<file path="src/rtl/block_assembler_pkg.sv">
// rtl/block_assembler_pkg.sv - shared defaults, control states and width helper for block_assembler
package block_assembler_pkg;

    localparam int DEF_IN_W      = 8;
    localparam int DEF_BLK_WORDS = 64;

    typedef enum logic [1:0] {
        ST_FILL,
        ST_XFER,
        ST_EMPTY_FLUSH
    } ctrl_state_e;

    function automatic int cnt_width(input int words);
        return $clog2(words + 1);
    endfunction

endpackage

</file>
<file path="src/rtl/block_assembler.sv">
// rtl/block_assembler.sv - packs IN_W-bit words into BLK_WORDS-word blocks with flush and back-pressure
module block_assembler
    import block_assembler_pkg::*;
#(
    parameter int IN_W       = DEF_IN_W,
    parameter int BLK_WORDS  = DEF_BLK_WORDS,
    localparam int BLK_W     = IN_W * BLK_WORDS,
    localparam int CNT_W     = cnt_width(BLK_WORDS)
) (
    input  logic             clk,
    input  logic             n_rst,
    input  logic             in_valid,
    input  logic [IN_W-1:0]  in_data,
    output logic             in_ready,
    input  logic             flush,
    output logic             out_valid,
    input  logic             out_ready,
    output logic [BLK_W-1:0] out_data,
    output logic [CNT_W-1:0] out_count
);

    localparam logic [CNT_W-1:0] FULL_CNT = CNT_W'(BLK_WORDS);

    logic [BLK_W-1:0] asm_data, asm_data_n;
    logic [CNT_W-1:0] asm_cnt, asm_cnt_n;
    logic             flush_pend, flush_pend_n;
    logic [BLK_W-1:0] out_data_n;
    logic [CNT_W-1:0] out_count_n;
    logic             out_valid_n;
    ctrl_state_e      state;
    logic             accept;
    logic             do_xfer;

    assign in_ready = (asm_cnt < FULL_CNT) && !flush_pend;
    assign accept   = in_valid && in_ready;

    always_comb begin
        if (asm_cnt == FULL_CNT || (flush_pend && asm_cnt != '0)) begin
            state = ST_XFER;
        end else if (flush_pend) begin
            state = ST_EMPTY_FLUSH;
        end else begin
            state = ST_FILL;
        end
    end

    assign do_xfer = (state == ST_XFER) && (!out_valid || out_ready);

    always_comb begin
        asm_data_n   = asm_data;
        asm_cnt_n    = asm_cnt;
        flush_pend_n = flush_pend;
        out_data_n   = out_data;
        out_count_n  = out_count;
        out_valid_n  = out_valid;

        if (out_valid && out_ready) begin
            out_valid_n = 1'b0;
        end

        // Newest word enters at the bottom, so a partial block stays right-aligned.
        if (accept) begin
            asm_data_n = {asm_data[BLK_W-IN_W-1:0], in_data};
            asm_cnt_n  = asm_cnt + CNT_W'(1);
        end

        if (state == ST_EMPTY_FLUSH) begin
            flush_pend_n = 1'b0;
        end else if (flush) begin
            flush_pend_n = 1'b1;
        end

        if (do_xfer) begin
            out_data_n   = asm_data;
            out_count_n  = asm_cnt;
            out_valid_n  = 1'b1;
            asm_data_n   = '0;
            asm_cnt_n    = '0;
            flush_pend_n = 1'b0;
        end
    end

    always_ff @(posedge clk or negedge n_rst) begin
        if (!n_rst) begin
            asm_data   <= '0;
            asm_cnt    <= '0;
            flush_pend <= 1'b0;
            out_data   <= '0;
            out_count  <= '0;
            out_valid  <= 1'b0;
        end else begin
            asm_data   <= asm_data_n;
            asm_cnt    <= asm_cnt_n;
            flush_pend <= flush_pend_n;
            out_data   <= out_data_n;
            out_count  <= out_count_n;
            out_valid  <= out_valid_n;
        end
    end

endmodule
</file>
<file path="config.mk">
export PLATFORM = sky130hd
export DESIGN_NAME = block_assembler
export DESIGN_NICKNAME = d
export VERILOG_FILES = /design/src/rtl/block_assembler_pkg.sv /design/src/rtl/block_assembler.sv
export SDC_FILE = /design/constraint.sdc
export NUM_CORES = 2
export LEC_CHECK = 0
export ABC_CLOCK_PERIOD_IN_PS = 6400
export CAP_MARGIN = 10
export CORE_MARGIN = 4
export CORE_UTILIZATION = 39
export CTS_BUF_LIST = sky130_fd_sc_hd__clkbuf_8
export CTS_CLUSTER_DIAMETER = 50
export CTS_CLUSTER_SIZE = 16
export DETAILED_ROUTE_END_ITERATION = 16
export GPL_TIMING_DRIVEN = 0
export HOLD_SLACK_MARGIN = 0.02
export PLACE_DENSITY = 0.58
export SLEW_MARGIN = 20
export SYNTH_ARGS = -nofsm -noshare
export SYNTH_HDL_FRONTEND = slang
export SYNTH_SLANG_ARGS = --single-unit
</file>
<file path="constraint.sdc">
create_clock -name clk -period 6.4 [get_ports clk]
set_input_delay 0.64 -clock clk [delete_from_list [all_inputs] [get_ports clk]]
set_output_delay 0.64 -clock clk [all_outputs]
set_load 0.02 [all_outputs]
</file>
# Word-level counts from Yosys, hierarchy flattened
# Cells that the tools add are included.
[totals]
ff_bits = 1040
word_cells = 35
[op_classes]
add_sub_neg = 1
order_cmp = 1
n_eq_ne = 3
mux = 11
reduce_logical = 13
[op_table]
columns = ["op", "n"]
rows = [
  ["$mux 512", 2],
  ["$mux 7", 2],
  ["$add 7x1->7 const B", 1],
  ["$eq 7x7->1 const B", 1],
  ["$lt 7x7->1 const B", 1],
  ["$reduce_bool 7->1", 1],
  ["$logic_and 1x1->1", 5],
  ["$mux 1", 5],
  ["$mux 2", 2],
  ["$reduce_bool 2->1", 2],
  ["$reduce_bool 3->1", 1],
  ["$eq 2x1->1 const B", 1],
  ["$eq 2x2->1 const B", 1],
  ["$logic_not 1->1", 2],
  ["$logic_or 1x1->1", 2],
]

# Longest topological paths before layout
[logic_depth]
ltp_word = 7
ltp_mapped = 9

# Least setup slack after synthesis
# Ideal clock, no wire load.
[synth_path]
path_type = "register -> register"
from = "reg asm_cnt[3]"
to = "reg out_data[337]"
setup_ns = 0.125
arrival_ns = 1.978
required_ns = 6.275
path_slack_ns = 4.297
path_stages_with_launch = 9
n_path_buf = 4
cell_sequence = "dfrtp_1 -> nor4_2 -> and2_1 -> buf_2 -> mux2_4 -> buf_6 -> buf_6 -> buf_6 -> mux2_4"
[synth_via]
elab_chain_len = 6
[synth_rtl]
columns = ["element", "line_no", "text"]
rows = [
  ["from (decl)", "block_assembler.sv:25", "logic [CNT_W-1:0] asm_cnt, asm_cnt_n;"],
  ["from (signal assigned)", "block_assembler.sv:93", "asm_cnt <= asm_cnt_n;"],
  ["$reduce_bool 7->1", "block_assembler.sv:38", "if (asm_cnt == FULL_CNT || (flush_pend && asm_cnt != '0)) begin"],
  ["$logic_and 1x1->1", "block_assembler.sv:38", ""],
  ["$logic_or 1x1->1 *", "block_assembler.sv:38", ""],
  ["$mux 2 *", "block_assembler.sv:38", ""],
  ["$eq 2x1->1 *", "block_assembler.sv:47", "assign do_xfer = (state == ST_XFER) && (!out_valid || out_ready);"],
  ["$logic_and 1x1->1 *", "block_assembler.sv:47", ""],
  ["to (signal assigned)", "block_assembler.sv:95", "out_data <= out_data_n;"],
  ["to (decl)", "block_assembler.sv:18", "output logic [BLK_W-1:0] out_data,"],
]
# Every way passes the cells marked *; elsewhere a longest branch is shown, timed or not.
# A chain may end at the register's enable or synchronous reset.

# Worst setup path after layout
[layout_path]
from = "reg asm_cnt[6]"
to = "out in_ready"
[layout_via]
elab_chain_len = 2
[layout_rtl]
columns = ["element", "line_no", "text"]
rows = [
  ["$lt 7x7->1", "block_assembler.sv:34", "assign in_ready = (asm_cnt < FULL_CNT) && !flush_pend;"],
  ["$logic_and 1x1->1", "block_assembler.sv:34", ""],
  ["to (decl)", "block_assembler.sv:14", "output logic in_ready,"],
]
# No other way between the ends.

==> flow_metrics.tcl <==
set metrics [dict create \
    status "complete, no violations" \
    crit_arrival_ns 2.35 \
    rsz0062_at_grt "no" \
    finalCriticalPeriod_ns 2.992 \
    final_hold_viol_count 0 \
    core_area_mm2 0.1020 \
    dp.final_hpwl_mm 79.03 \
    gp_congestion 0.8029 \
    area_delta_synth_final_pct 25.36 \
    netlist_instances 3369 \
    drtIter0Drc 1676 \
    firstDrtPassIters 5 \
    final_common_cell "dfrtp_1" \
    startpoint_type "flip-flop" \
    fmax_mhz 334.3 \
    synthTopCellsByArea "dfrtp_1 (65%), mux2_2 (11%), nand2_1 (9.7%), a21oi_1 (6.4%), mux2_4 (4.5%)" \
    worstSetupStartpoint "asm_cnt[6]$_DFFE_PN0P_" \
    syn_avg_cell_area_um2 11.92 \
    grt_usage_pct 20.17 \
    cts_setup_buffers 0 \
    antenna_found_initial 3 \
    placed_area_mm2 0.04745 \
    ctsHtreeMaxLevel 3 \
    io_pins 534 \
    setup_violations 0 \
    hold_path_class "in2reg" \
    worst-slew-pin-transition_ns 0.8665 \
    rows 117 \
    met2_usage_pct 31.47 \
    worstPathMaxFanout 7 \
    whs_ns 0.4177 \
    r2r-start "asm_cnt[3]$_DFFE_PN0P_" \
    drive_gt1_share_pct 20.52 \
    ys_ff_latch 1040 \
    endpoint_kind "output port" \
    yosysTopAreaCell "dfrtp_1" \
    crit_required_ns 5.76 \
    hold_start "in_data[2]" \
    yosysTopAreaCellShare_pct 64.81 \
    busiest_layer "met2" \
    postRouteAntennaNets 0 \
    synthDistinctLibCells 28 \
    ys_seq_area_share_pct 64.81 \
    maxCapViolations 0 \
    final_cells 5503 \
    place.port_buffers 533 \
    cts.clk_slew.worst_paths_ns 0.09 \
    fin_area_mm2 0.05034 \
    grt_pass1_vias 27400 \
    final.fill_count 9309 \
    drc 0 \
    post-route-period-util_pct 46.75 \
    skew_ns 0.04758 \
    grtUsageMet3_pct 5.080 \
    clock_sinks 1040 \
    synth_nets 3384 \
    num_vias 26770 \
    start_util_pct 39.36 \
    clock_latency_ns 0.79 \
    routedWlPerCell_um 20.04 \
    fin_ws_ns 3.408 \
    die_y_um 328.9 \
    viasPerCell 4.864 \
    layout_common_cells "dfrtp_1 (1,040), nand2_1 (1,033), clkdlybuf4s50_1 (532), a21oi_1 (515), mux2_2 (388)" \
    yosysWarnings 0 \
    die_area_mm2 0.1082 \
    place_ws_ns 2.953 \
    p_leak_uw 0.02340 \
    syn-cell-area_mm2 0.04016 \
    grt_pass1_wl_mm 169.0 \
    maxSlewViolCount 0 \
    grtUsageMet1_pct 28.06 \
    root_buffer "clkbuf_8" \
    crit_type "reg2out" \
    relSlewSlack_pct 42.23 \
    clock_path_buffers 3 \
    max-vdd-ir-drop_mv 0.1801 \
    cts_tree "done" \
    dpl.cell_count 5278 \
    gr-total-overflow 0 \
    grt_max_degree 136 \
    power_density_mw_per_mm2 325.0 \
    die_x_um 328.9 \
    setup_tns_ns 0 \
    fin_nets 4045 \
    wl_mm 110.3 \
    numCtsBuffers 117 \
]
==> synthesized netlist by cell type <==
| cell type | count |
|---|---|
| dfrtp_1 | 1040 |
| nand2_1 | 1033 |
| a21oi_1 | 515 |
| mux2_2 | 388 |
| clkbuf_1 | 121 |
| mux2_4 | 121 |
| buf_2 | 63 |
| buf_4 | 30 |
| buf_6 | 16 |
| nor2_1 | 8 |
| mux2_1 | 6 |
| a22o_1 | 4 |
| and2_1 | 3 |
| xor2_1 | 3 |
| and3_1 | 2 |
| ha_1 | 2 |
| inv_1 | 2 |
| nand4_1 | 2 |
| a31oi_1 | 1 |
| mux2i_1 | 1 |
| nand2b_1 | 1 |
| nor3b_1 | 1 |
| nor4_2 | 1 |
| o21ai_0 | 1 |
| o21bai_1 | 1 |
| o22ai_1 | 1 |
| o32a_1 | 1 |
| xnor2_1 | 1 |
==> state kept, by name (all words and copies together) (netlist names) <==
| register | flops |
|---|---|
| out_valid | 1 |
| asm_data | 512 |
| out_count | 7 |
| asm_cnt | 7 |
| flush_pend | 1 |
| out_data | 512 |
==> routing by layer <==
layer | part of all wire [%] | vias up
met5 | 0 | -
met4 | 2.3 | 0
met3 | 6.4 | 139
met2 | 46 | 595
met1 | 45 | 13470
li1 | - | 12560
==> worst max-delay path, stage by stage, from the launching register on <==
cell and delay, ns:
dfrtp_1 0.36, clkbuf_1 0.18, nor2_1 0.33, clkdlybuf4s50_1 0.72
==> layout make-up <==
type | instances | area [um^2] | area share (%)
diodes | 2 | 5.005 | 0.009942
plain buffers | 230 | 1175 | 2.334
clock buffers | 127 | 1748 | 3.472
clock inverters | 95 | 1122 | 2.230
inverters | 2 | 7.507 | 0.01491
multi-input cells | 2097 | 12960 | 25.75
flip-flops and latches | 1040 | 26030 | 51.70
well taps | 1368 | 1712 | 3.400
repair buffers | 542 | 5583 | 11.09
==> stage by stage <==
stage,total power [uW],util [%]
after floorplan,9679,-
after global placement,11190,46.26
after detailed placement,11190,46.51
after CTS,16590,49.33
after global routing,17180,49.33
final,16360,49.33
==> logic make-up (layout without fill, tap and decap cells) <==
kind of cell / count (synthesis) / count (layout) / share of synthesized area, %
xor gates and xnor gates: 4 / 4 / 0.08726
buffers and inverters: 232 / 996 / 2.944
AOI/OAI and AO/OA: 524 / 524 / 6.593
muxes: 516 / 516 / 15.60
adders and majority gates: 2 / 2 / 0.06231
DFF: 1040 / 1040 / 64.81
and+or+nand+nor: 1051 / 1051 / 9.905
other: 0 / 2 / 0
==> final timing paths <==
kind	end	slack (ns)	cells past startpoint
worst min register to register	out_data[505]$_DFFE_PN0P_	0.50	1
max in group asynchronous	out_data[112]$_DFFE_PN0P_	3.63	5
worst min-delay path	asm_data[2]$_DFFE_PN0P_	0.42	3
worst max-delay path	in_ready	3.41	3
min in group asynchronous	out_data[310]$_DFFE_PN0P_	0.48	2
worst max register to register	asm_data[151]$_DFFE_PN0P_	3.44	7
==> where the power goes <==
group,internal [uW],switching (uW),total (uW)
clock network,2600,2760,5360
registers,6850,218,7060
logic,1320,2620,3940
==> repair_timing <==
item / in CTS / in global routing
hold buffers: 1 / 0
hold endpoints to repair: 126 / 0
resized for setup: 0 / 0
No activity file was read; power rests on OpenSTA's default activity.
